`src/rtl/eth_bringup_seq_if.sv`:
```
// Signal bundle between the Ethernet bring-up sequencer and its surroundings.
// retrigger and rx_activity are single-cycle pulses sampled on every clk_200m edge; there is no back-pressure.
interface eth_bringup_seq_if;
  logic       idelayctrl_rdy;
  logic       retrigger;
  logic       rx_activity;
  logic       idelay_ctl_rst;
  logic       phy_rstn;
  logic       sys_ready;
  logic       led;
  logic [2:0] state;
  logic [7:0] fault_cnt;

  modport master (
    input  idelayctrl_rdy, retrigger, rx_activity,
    output idelay_ctl_rst, phy_rstn, sys_ready, led, state, fault_cnt
  );

  modport slave (
    output idelayctrl_rdy, retrigger, rx_activity,
    input  idelay_ctl_rst, phy_rstn, sys_ready, led, state, fault_cnt
  );
endinterface

```
`src/rtl/eth_bringup_seq.sv`:
```
// Ethernet datapath bring-up: IDELAYCTRL reset, PHY reset, PHY settle, then sys_ready.
// Also drives a status LED (slow blink when ready, fast during bring-up, stretched on rx activity).
module eth_bringup_seq #(
  parameter int CNT_W           = 32,
  parameter int IDLY_RST_CYCLES = 16,
  parameter int IDLY_TIMEOUT    = 1024,
  parameter int PHY_RST_CYCLES  = 2_000_000,
  parameter int PHY_WAIT_CYCLES = 10_000_000,
  parameter int HB_HALF_PERIOD  = 100_000_000,
  parameter int ACT_CYCLES      = 10_000_000
) (
  input  logic              clk_200m,
  input  logic              rstn,
  eth_bringup_seq_if.master bus
);

  typedef enum logic [2:0] {
    S_IDLY_RST  = 3'd0,
    S_IDLY_WAIT = 3'd1,
    S_PHY_RST   = 3'd2,
    S_PHY_WAIT  = 3'd3,
    S_READY     = 3'd4
  } state_t;

  localparam logic [CNT_W-1:0] IDLY_RST_LAST = CNT_W'(IDLY_RST_CYCLES - 1);
  localparam logic [CNT_W-1:0] IDLY_TMO_LAST = CNT_W'(IDLY_TIMEOUT - 1);
  localparam logic [CNT_W-1:0] PHY_RST_LAST  = CNT_W'(PHY_RST_CYCLES - 1);
  localparam logic [CNT_W-1:0] PHY_WAIT_LAST = CNT_W'(PHY_WAIT_CYCLES - 1);
  localparam logic [CNT_W-1:0] HB_RDY_LAST   = CNT_W'(HB_HALF_PERIOD - 1);
  localparam logic [CNT_W-1:0] HB_BOOT_LAST  = CNT_W'(HB_HALF_PERIOD / 4 - 1);
  localparam logic [CNT_W-1:0] ACT_LOAD      = CNT_W'(ACT_CYCLES);
  localparam logic [CNT_W-1:0] CNT_ONE       = CNT_W'(1);

  state_t           state_q, state_d;
  logic [CNT_W-1:0] cnt_q;
  logic [CNT_W-1:0] led_cnt_q;
  logic [CNT_W-1:0] act_cnt_q;
  logic             blink_q;
  logic [7:0]       fault_q;
  logic             fault_inc;
  logic             ready_q, ready_d;
  logic [CNT_W-1:0] half_last;

  always_comb begin
    state_d   = state_q;
    fault_inc = 1'b0;
    case (state_q)
      S_IDLY_RST:  if (cnt_q == IDLY_RST_LAST) state_d = S_IDLY_WAIT;
      S_IDLY_WAIT: begin
        if (bus.idelayctrl_rdy) begin
          state_d = S_PHY_RST;
        end else if (cnt_q == IDLY_TMO_LAST) begin
          state_d   = S_IDLY_RST;
          fault_inc = 1'b1;
        end
      end
      S_PHY_RST:   if (cnt_q == PHY_RST_LAST) state_d = S_PHY_WAIT;
      S_PHY_WAIT, S_READY: begin
        // Losing IDELAYCTRL ready outranks a retrigger: the whole chain must restart.
        if (!bus.idelayctrl_rdy)
          state_d = S_IDLY_RST;
        else if (bus.retrigger)
          state_d = S_PHY_RST;
        else if (state_q == S_PHY_WAIT && cnt_q == PHY_WAIT_LAST)
          state_d = S_READY;
      end
      default:     state_d = S_IDLY_RST;
    endcase
  end

  assign ready_q   = (state_q == S_READY);
  assign ready_d   = (state_d == S_READY);
  assign half_last = ready_q ? HB_RDY_LAST : HB_BOOT_LAST;

  always_ff @(posedge clk_200m) begin
    if (!rstn) begin
      state_q   <= S_IDLY_RST;
      cnt_q     <= '0;
      led_cnt_q <= '0;
      act_cnt_q <= '0;
      blink_q   <= 1'b0;
      fault_q   <= 8'd0;
    end else begin
      state_q <= state_d;
      cnt_q   <= (state_d != state_q) ? '0 : cnt_q + CNT_ONE;

      if (fault_inc && fault_q != 8'hFF)
        fault_q <= fault_q + 8'd1;

      // The blink phase restarts whenever sys_ready flips so the new rate starts cleanly.
      if (ready_d != ready_q) begin
        led_cnt_q <= '0;
      end else if (led_cnt_q == half_last) begin
        led_cnt_q <= '0;
        blink_q   <= ~blink_q;
      end else begin
        led_cnt_q <= led_cnt_q + CNT_ONE;
      end

      if (ready_q && ready_d) begin
        if (bus.rx_activity)
          act_cnt_q <= ACT_LOAD;
        else if (act_cnt_q != '0)
          act_cnt_q <= act_cnt_q - CNT_ONE;
      end else begin
        act_cnt_q <= '0;
      end
    end
  end

  assign bus.idelay_ctl_rst = (state_q == S_IDLY_RST);
  assign bus.phy_rstn       = (state_q == S_PHY_WAIT) || (state_q == S_READY);
  assign bus.sys_ready      = ready_q;
  assign bus.led            = blink_q | (act_cnt_q != '0);
  assign bus.state          = state_q;
  assign bus.fault_cnt      = fault_q;

endmodule

```
`src/flat_wrapper.sv`:
```
// flat-port wrapper written by rule: the top's interface ports become plain ports
module eth_bringup_seq_flat 
#(
  parameter int CNT_W           = 32,
  parameter int IDLY_RST_CYCLES = 16,
  parameter int IDLY_TIMEOUT    = 1024,
  parameter int PHY_RST_CYCLES  = 2_000_000,
  parameter int PHY_WAIT_CYCLES = 10_000_000,
  parameter int HB_HALF_PERIOD  = 100_000_000,
  parameter int ACT_CYCLES      = 10_000_000
)
  (clk_200m, rstn, bus_idelayctrl_rdy, bus_retrigger, bus_rx_activity, bus_idelay_ctl_rst, bus_phy_rstn, bus_sys_ready, bus_led, bus_state, bus_fault_cnt);
  eth_bringup_seq_if bus_i ();
  input  logic clk_200m;
  input  logic rstn;
  input wire logic [$bits(bus_i.idelayctrl_rdy)-1:0] bus_idelayctrl_rdy;
  input wire logic [$bits(bus_i.retrigger)-1:0] bus_retrigger;
  input wire logic [$bits(bus_i.rx_activity)-1:0] bus_rx_activity;
  output wire logic [$bits(bus_i.idelay_ctl_rst)-1:0] bus_idelay_ctl_rst;
  output wire logic [$bits(bus_i.phy_rstn)-1:0] bus_phy_rstn;
  output wire logic [$bits(bus_i.sys_ready)-1:0] bus_sys_ready;
  output wire logic [$bits(bus_i.led)-1:0] bus_led;
  output wire logic [$bits(bus_i.state)-1:0] bus_state;
  output wire logic [$bits(bus_i.fault_cnt)-1:0] bus_fault_cnt;
  assign bus_i.idelayctrl_rdy = bus_idelayctrl_rdy;
  assign bus_i.retrigger = bus_retrigger;
  assign bus_i.rx_activity = bus_rx_activity;
  assign bus_idelay_ctl_rst = bus_i.idelay_ctl_rst;
  assign bus_phy_rstn = bus_i.phy_rstn;
  assign bus_sys_ready = bus_i.sys_ready;
  assign bus_led = bus_i.led;
  assign bus_state = bus_i.state;
  assign bus_fault_cnt = bus_i.fault_cnt;
  eth_bringup_seq #(.CNT_W(CNT_W), .IDLY_RST_CYCLES(IDLY_RST_CYCLES), .IDLY_TIMEOUT(IDLY_TIMEOUT), .PHY_RST_CYCLES(PHY_RST_CYCLES), .PHY_WAIT_CYCLES(PHY_WAIT_CYCLES), .HB_HALF_PERIOD(HB_HALF_PERIOD), .ACT_CYCLES(ACT_CYCLES)) u_core (.clk_200m(clk_200m), .rstn(rstn), .bus(bus_i));
endmodule
```
`config.mk`:
```
export PLATFORM = sky130hd
export DESIGN_NAME = eth_bringup_seq_flat
export DESIGN_NICKNAME = d
export VERILOG_FILES = /design/src/rtl/eth_bringup_seq_if.sv /design/src/rtl/eth_bringup_seq.sv /design/src/flat_wrapper.sv
export SDC_FILE = /design/constraint.sdc
export NUM_CORES = 1
export LEC_CHECK = 0
export CAP_MARGIN = 20
export CORE_ASPECT_RATIO = 1.75
export CORE_UTILIZATION = 61
export CTS_BUF_LIST = sky130_fd_sc_hd__clkbuf_8 sky130_fd_sc_hd__clkbuf_16
export DETAILED_ROUTE_END_ITERATION = 16
export GPL_ROUTABILITY_DRIVEN = 0
export PLACE_DENSITY = 0.8
export SYNTH_ARGS = -nofsm -noshare
export SYNTH_HDL_FRONTEND = slang
export SYNTH_SLANG_ARGS = --single-unit
```
`constraint.sdc`:
```
create_clock -name clk_200m -period 3.9 [get_ports clk_200m]
set_input_delay 0.975 -clock clk_200m [delete_from_list [all_inputs] [get_ports clk_200m]]
set_output_delay 0.975 -clock clk_200m [all_outputs]
set_load 0.1 [all_outputs]
```
[Yosys cells after proc, flatten, opt, wreduce, memory -nomap -nowiden]
Cells that the tools add are included.
Word-level totals
  register bits after elaboration: 108
  latch bits: 0
  bits in writable memories: 0
  ROM bits: 0
  input port bits: 5
  output and inout port bits: 15
  memories: 0
Cells by class
  add/sub/neg operators: 4
  $mul: 0
  div/mod/pow operators: 0
  order comparisons: 0
  equal/unequal tests: 13
  shifts and indexed selects: 0
  mux-type cells: 14
  bitwise operators: 5
  reduce and logical (&&, ||, !) cells: 13
Operators by type and width (count)
  $add 32x1->32 const B: 2
  $mux 24: 2
  $eq 32x10->1 const B: 1
  $eq 32x21->1 const B: 1
  $eq 32x24->1 const B: 1
  $eq 32x32->1: 1
  $eq 32x4->1 const B: 1
  $reduce_bool 32->1: 1
  $sub 32x1->32 const B: 1
  $mux 27: 1
  $mux 3: 7
  $pmux 3 s4: 1
  $add 8x1->8 const B: 1
  $ne 8x8->1 const B: 1
  $eq 3x2->1 const B: 2
  $eq 3x3->1 const B: 2
  $reduce_or 3->1: 2
  $not 1->1: 4
  $reduce_and 2->1: 2
  $reduce_or 2->1: 2
  $eq 3x1->1 const B: 1
  $logic_and 1x1->1: 3
  $logic_not 3->1: 1
  $mux 1: 3
  5 further kinds: 5

[Logic depth before layout (Yosys ltp)]
Gate-level depths: netlist of the first run.
  depth after elaboration: 10
  depth in mapped cells: 10
  depth with buffers taken out: 9

[Worst setup path after synthesis of the first run]
Ideal clock, no wire load.
  kind: reg-to-reg
  from: register u_core.state_q[2] (netlist: u_core.bus.state[2])
  to: register u_core.led_cnt_q[10]
  setup time: 0.065 ns
  arrival time: 5.451 ns
  required time: 3.835 ns
  slack: -1.616 ns
  cell stages (with the launch flop): 10
  buffers on the path: 3
  clock period less this slack: 5.516 ns
  path through: dfxtp_1 -> clkbuf_1 -> nor3b_1 -> o21ai_0 -> a21oi_1 -> ha_1 -> or3_1 -> clkbuf_1 -> clkbuf_1 -> nor2_1
On the way
  elaborated cells on any way between the ends: 20
RTL lines
  start: declaration: RTL line eth_bringup_seq.sv:34  | state_t state_q, state_d;
  start signal: assignment: RTL line eth_bringup_seq.sv:84  | state_q <= state_d;
  $eq 3x3->1 *: RTL line eth_bringup_seq.sv:71  | assign ready_q = (state_q == S_READY);
  via bus_sys_ready: RTL line flat_wrapper.sv:21  | output wire logic [$bits(bus_i.sys_ready)-1:0] bus_sys_ready;
  $reduce_or 2->1: RTL line eth_bringup_seq.sv:47  | case (state_q)
  $pmux 3 s4: RTL line eth_bringup_seq.sv:47
  $eq 3x3->1: RTL line eth_bringup_seq.sv:72  | assign ready_d = (state_d == S_READY);
  $ne 1x1->1: RTL line eth_bringup_seq.sv:91  | if (ready_d != ready_q) begin
  $reduce_or 3->1 (no line) *
  end signal: assignment: RTL line eth_bringup_seq.sv:97  | led_cnt_q <= led_cnt_q + CNT_ONE;
  end: declaration: RTL line eth_bringup_seq.sv:36  | logic [CNT_W-1:0] led_cnt_q;
The timed path passes the listed nets; every way through them passes the cells marked *.
A chain may end at the register's enable or synchronous reset.

[Worst setup path in the final report of the first run]
  from: register u_core.act_cnt_q[2]
  to: output bus_led
On the way
  cells in the longest elaborated chain, start to end: 2
RTL lines
  start: declaration: RTL line eth_bringup_seq.sv:37  | logic [CNT_W-1:0] act_cnt_q;
  start signal: assignment: RTL line eth_bringup_seq.sv:104  | act_cnt_q <= act_cnt_q - CNT_ONE;
  $reduce_bool 32->1: RTL line eth_bringup_seq.sv:114  | assign bus.led = blink_q | (act_cnt_q != '0);
  $or 1x1->1: RTL line eth_bringup_seq.sv:114
  end: declaration: RTL line flat_wrapper.sv:22  | output wire logic [$bits(bus_i.led)-1:0] bus_led;
No other way between the ends.

==> results of run 1 <==
[power by group through the flow]
stage                     Combinational (mW)  Sequential [mW]  Clock, mW
after global routing                  0.0392             1.11      0.937
after CTS                             0.0366             1.11      0.885
after floorplan                       0.0232             1.14          0
final                                 0.0363             1.11      0.867
after global placement                0.0346             1.14          0
after detailed placement              0.0364             1.14          0
[worst max-delay path, stage by stage (launching register included)]
cell and delay, ns:
sky130_fd_sc_hd__dfxtp_1 0.36, sky130_fd_sc_hd__or4_4 0.57, sky130_fd_sc_hd__or4_1 0.59, sky130_fd_sc_hd__nor3_4 0.33, sky130_fd_sc_hd__nand2b_1 0.15, sky130_fd_sc_hd__buf_12 0.19
[kinds of logic after synthesis]
kind of cell	count (synthesis)
compound gates	69
buf+inv	47
xor+xnor	81
fa+ha+maj	5
flops	108
mux	3
simple gates	318
[layout make-up]
type | instances | area (um^2)
Multi-Input combinational cell | 476 | 3030
Fill cell | 683 | 2460
Sequential cell | 108 | 2160
Timing Repair Buffer | 31 | 275
Clock buffer | 10 | 239
Tap cell | 115 | 144
Inverter | 17 | 63.8
Clock inverter | 6 | 48.8
[synth_stat cells (2+ instances only)]
cell | number | area share [%]
sky130_fd_sc_hd__nor2_1 | 69 | 4.8
sky130_fd_sc_hd__o21ai_0 | 10 | 0.94
sky130_fd_sc_hd__or4_1 | 10 | 1.4
sky130_fd_sc_hd__dfxtp_1 | 108 | 40
sky130_fd_sc_hd__nand4b_1 | 2 | 0.33
sky130_fd_sc_hd__nand2b_1 | 4 | 0.47
sky130_fd_sc_hd__a31oi_1 | 7 | 0.82
sky130_fd_sc_hd__nand4_1 | 32 | 3.7
sky130_fd_sc_hd__a21o_1 | 2 | 0.28
sky130_fd_sc_hd__nor4bb_1 | 2 | 0.37
sky130_fd_sc_hd__nand2_1 | 28 | 2.0
sky130_fd_sc_hd__nor3b_1 | 3 | 0.42
sky130_fd_sc_hd__a311oi_1 | 3 | 0.49
sky130_fd_sc_hd__inv_1 | 17 | 1.2
sky130_fd_sc_hd__nand3_1 | 29 | 2.7
sky130_fd_sc_hd__o31ai_1 | 6 | 0.84
sky130_fd_sc_hd__ha_1 | 5 | 1.2
sky130_fd_sc_hd__and4_1 | 10 | 1.6
sky130_fd_sc_hd__and3_1 | 12 | 1.4
sky130_fd_sc_hd__buf_2 | 4 | 0.37
sky130_fd_sc_hd__a2111oi_0 | 3 | 0.49
sky130_fd_sc_hd__a21oi_1 | 24 | 2.2
sky130_fd_sc_hd__a211oi_1 | 4 | 0.56
sky130_fd_sc_hd__or3_1 | 16 | 1.9
sky130_fd_sc_hd__or2_2 | 5 | 0.59
sky130_fd_sc_hd__nor2b_1 | 5 | 0.59
sky130_fd_sc_hd__and3b_1 | 3 | 0.49
sky130_fd_sc_hd__clkbuf_1 | 25 | 1.8
sky130_fd_sc_hd__mux2i_1 | 3 | 0.56
sky130_fd_sc_hd__nor4_1 | 23 | 2.7
sky130_fd_sc_hd__and2_1 | 9 | 1.1
sky130_fd_sc_hd__or4b_2 | 2 | 0.37
sky130_fd_sc_hd__nor4b_1 | 4 | 0.66
sky130_fd_sc_hd__nor3_1 | 44 | 4.1
sky130_fd_sc_hd__xor2_1 | 44 | 7.2
sky130_fd_sc_hd__xnor2_1 | 37 | 6.1
[routing by layer]
| layer | up-vias | routed length (um) | global-route usage (%) |
|---|---|---|---|
| met4 | 0 | 339 | 12.9 |
| met2 | 84 | 6290 | 47.4 |
| li1 | 2308 | - | - |
| met1 | 2244 | 4720 | 30.4 |
| met5 | - | 0 | 0 |
| met3 | 32 | 276 | 4.24 |
[registers in the layout, indices dropped and copies added, names as in the netlist]
signal	flops
u_core.bus.fault_cnt	8
u_core.led_cnt_q	32
u_core.blink_q	1
u_core.bus.state	3
u_core.act_cnt_q	32
u_core.cnt_q	32
[worst max-delay path by stage]
stage | start | end | slack (ns)
global placement | bus_idelayctrl_rdy | u_core.bus.fault_cnt[5] | 0.62
floorplan | u_core.bus.state[2] | bus_phy_rstn | 0.08
global route | u_core.act_cnt_q[2] | bus_led | 0.28
detailed placement | bus_idelayctrl_rdy | u_core.bus.fault_cnt[5] | 0.58
CTS | u_core.act_cnt_q[2] | bus_led | 0.36
finish | u_core.act_cnt_q[2] | bus_led | 0.38
==> run summary, run 1 <==
Dividing the detail-routed wire length by the instance count gives 15.2 um. In this run the power spent charging and discharging nets is 0.438 mW. The worst pin sits at a relative slew slack of 34.5%. The worst setup path is launched from a register. In this run, flip-flops and latches consume 55.2% of the power. After detailed routing, the number of remaining DRC violations is 0.

Timing would allow up to 284 MHz. Setup repair after global routing left no endpoint under its margin. Summing all placed instances gives a cell area of 5680 um^2. The wire-length estimate of the detail-placed layout is 8320 um. For the total iterations of the first detailed-routing run, the log shows 5. For the worst setup path, the data arrival time is 2.54 ns. The logs give 20 for the I/O pin count and 70.8% for the final cell utilization of the core. The path depth of the worst reg2reg path came out at 9. The synthesized netlist devotes 8.31% of its cell area to compound gates. The number of global-route vias before repair is 4,367. The run finished with clean final reports. The first-pass GRT wire length is 19,600 um, and the count of flip-flops with a built-in enable after synthesis is 0. Power comes to 2.02 mW. Final clock skew: 0.00530 ns.

The worst hold path stage count works out to 1. Entering global routing, the biggest net connects 33 pins. The number of antenna violations at the first check in global routing came out at 0. The switching part of the total power came out at 21.7%.

Max-cap violations in this run came to 0. The slew of the pin with the lowest slew margin is 0.974 ns. The total area inside the core boundary comes to 8420 um^2. The count of buffers added on input and output ports is 19. The tools report the buffer levels on the longest clock path as 2. In this run, post-CTS repair resized a total of 0 instances. Averaged over all synthesized cells, the footprint is 8.47 um^2. At the placement stage, the worst setup path has a slack of 0.579 ns.

The share of synthesized registers carrying an async set or reset is 0%, and the final hold violation count is 0. STA classifies the critical path endpoint as an output port. The initialized floorplan defines 44 standard-cell rows. Setup slack on the worst reg-to-reg path comes out at 0.69 ns. The tools report the critical path required time as 2.92 ns. Per report_power, the clock group accounts for 43.0% of the total. The Yosys step of the flow raised 0 warnings. The worst hold path begins at u_core.led_cnt_q[0].

The sum of negative setup slack is 0 ns, and the layout cell share with drive strength beyond 1 is 7.72%. For the number of nets at the end of the flow, the log shows 653. End of the worst register-to-register path: u_core.act_cnt_q[31]. The setup fix buffers added after clock tree synthesis is 0, and the floorplan die width is 72.8 um. The die covers 9160 um^2. For this run, the leading register cell type out of synthesis is sky130_fd_sc_hd__dfxtp_1. Summed over all cells, the static leakage comes to 2.10 nW.

The portion of netlist area occupied by mux cells was 0.562%; the count of cell types in the netlist was 53. The path with the worst hold slack has its endpoint at u_core.led_cnt_q[0]. The detailed router placed 4,668 vias in this run. Dividing total power by cell area gives a power density of 338 nW/um^2. Cell internal power was estimated by the tool at 1.58 mW. The class of the worst hold path is reg2reg. For the final instance area, the log shows 5970 um^2. The simple-gate share of the synthesized area came out at 32.9%. The overall overflow remaining after global route was 0. The logs give 641 for the synthesized netlist net count and 0 for the number of inserted diodes. Once placement completed, the tool counted placed cells totaling 747. The post-layout instance count excluding filler cells was 763; the area added between synthesis and finish was 11.6%. The run gives 631 as the synthesized instance count.

The H-tree generated during clock tree synthesis spans 3 levels. Category of the critical setup timing path: reg2out. Across all setup checks in the final design, the least slack found is 0.380 ns.

The count of nets left with antenna violations once routing finished came out at 0. The worst path in the final design needs a cycle of 3.52 ns, including I/O delays and setup. For this configuration, the core starts out at a cell density of 63.5%. The cell sitting at the root of the clock tree is a sky130_fd_sc_hd__clkbuf_16.

After clock tree synthesis, the clock-pin slew on the worst setup and hold paths is 0.07 ns. The logs give 0.239 mV for the peak ir drop on the vdd network and 26.8% for the total routing resource utilization after global routing. The adder and majority gate portion of the synthesized area was 1.17%. The flip-flop and latch count after synthesis is 108. The tools report the final max-slew violation count as 0. On the final layout, the worst hold slack is 0.479 ns. The number of hold buffers added after CTS is 0, and the final setup violation count is 0. The fraction of synthesized cell area in xor and xnor cells was 13.3%.

After synthesis, the largest family of logic cells by area is simple AND/OR/NAND/NOR gates. Of the available clock period, the critical path in the final layout requires 90.3%. The number of sinks handled by clock tree synthesis is 108.

The most frequent standard cell in the layout excluding fill and tap cells is sky130_fd_sc_hd__dfxtp_1. In this run the worst path has a maximum fanout of 8. TritonCTS built the clock tree. For this block, the routed nets add up to 11,600 um of wire. The via density per instance came out at 6.12. The reg-to-reg critical path startpoint was u_core.bus.state[2]. In the layout the commonest cells are sky130_fd_sc_hd__dfxtp_1, sky130_fd_sc_hd__nor2_1, sky130_fd_sc_hd__xor2_1. The run gives 0.35 ns as the clock latency of the later-clocked register in the worst-skew pair.

The floorplan die height was 126 um; the mapped cell area was 5350 um^2. Sequential elements use 40.4% of the synthesized area. Buffers inserted during clock tree synthesis total 9. The detailed router finished its first iteration with 270 violations.

Combinational logic burns 1.8% of the power.
(Power assumes the default switching activity.)
==> run 2: changes to the inputs <==
--- a/config.mk
+++ b/config.mk
@@ -12,6 +12,7 @@
 export DETAILED_ROUTE_END_ITERATION = 16
 export GPL_ROUTABILITY_DRIVEN = 0
 export PLACE_DENSITY = 0.8
+export SLEW_MARGIN = 20
 export SYNTH_ARGS = -nofsm -noshare
 export SYNTH_HDL_FRONTEND = slang
 export SYNTH_SLANG_ARGS = --single-unit
==> results of run 2 <==
The final DEF is identical to that of run 1; final timing and power are the same.
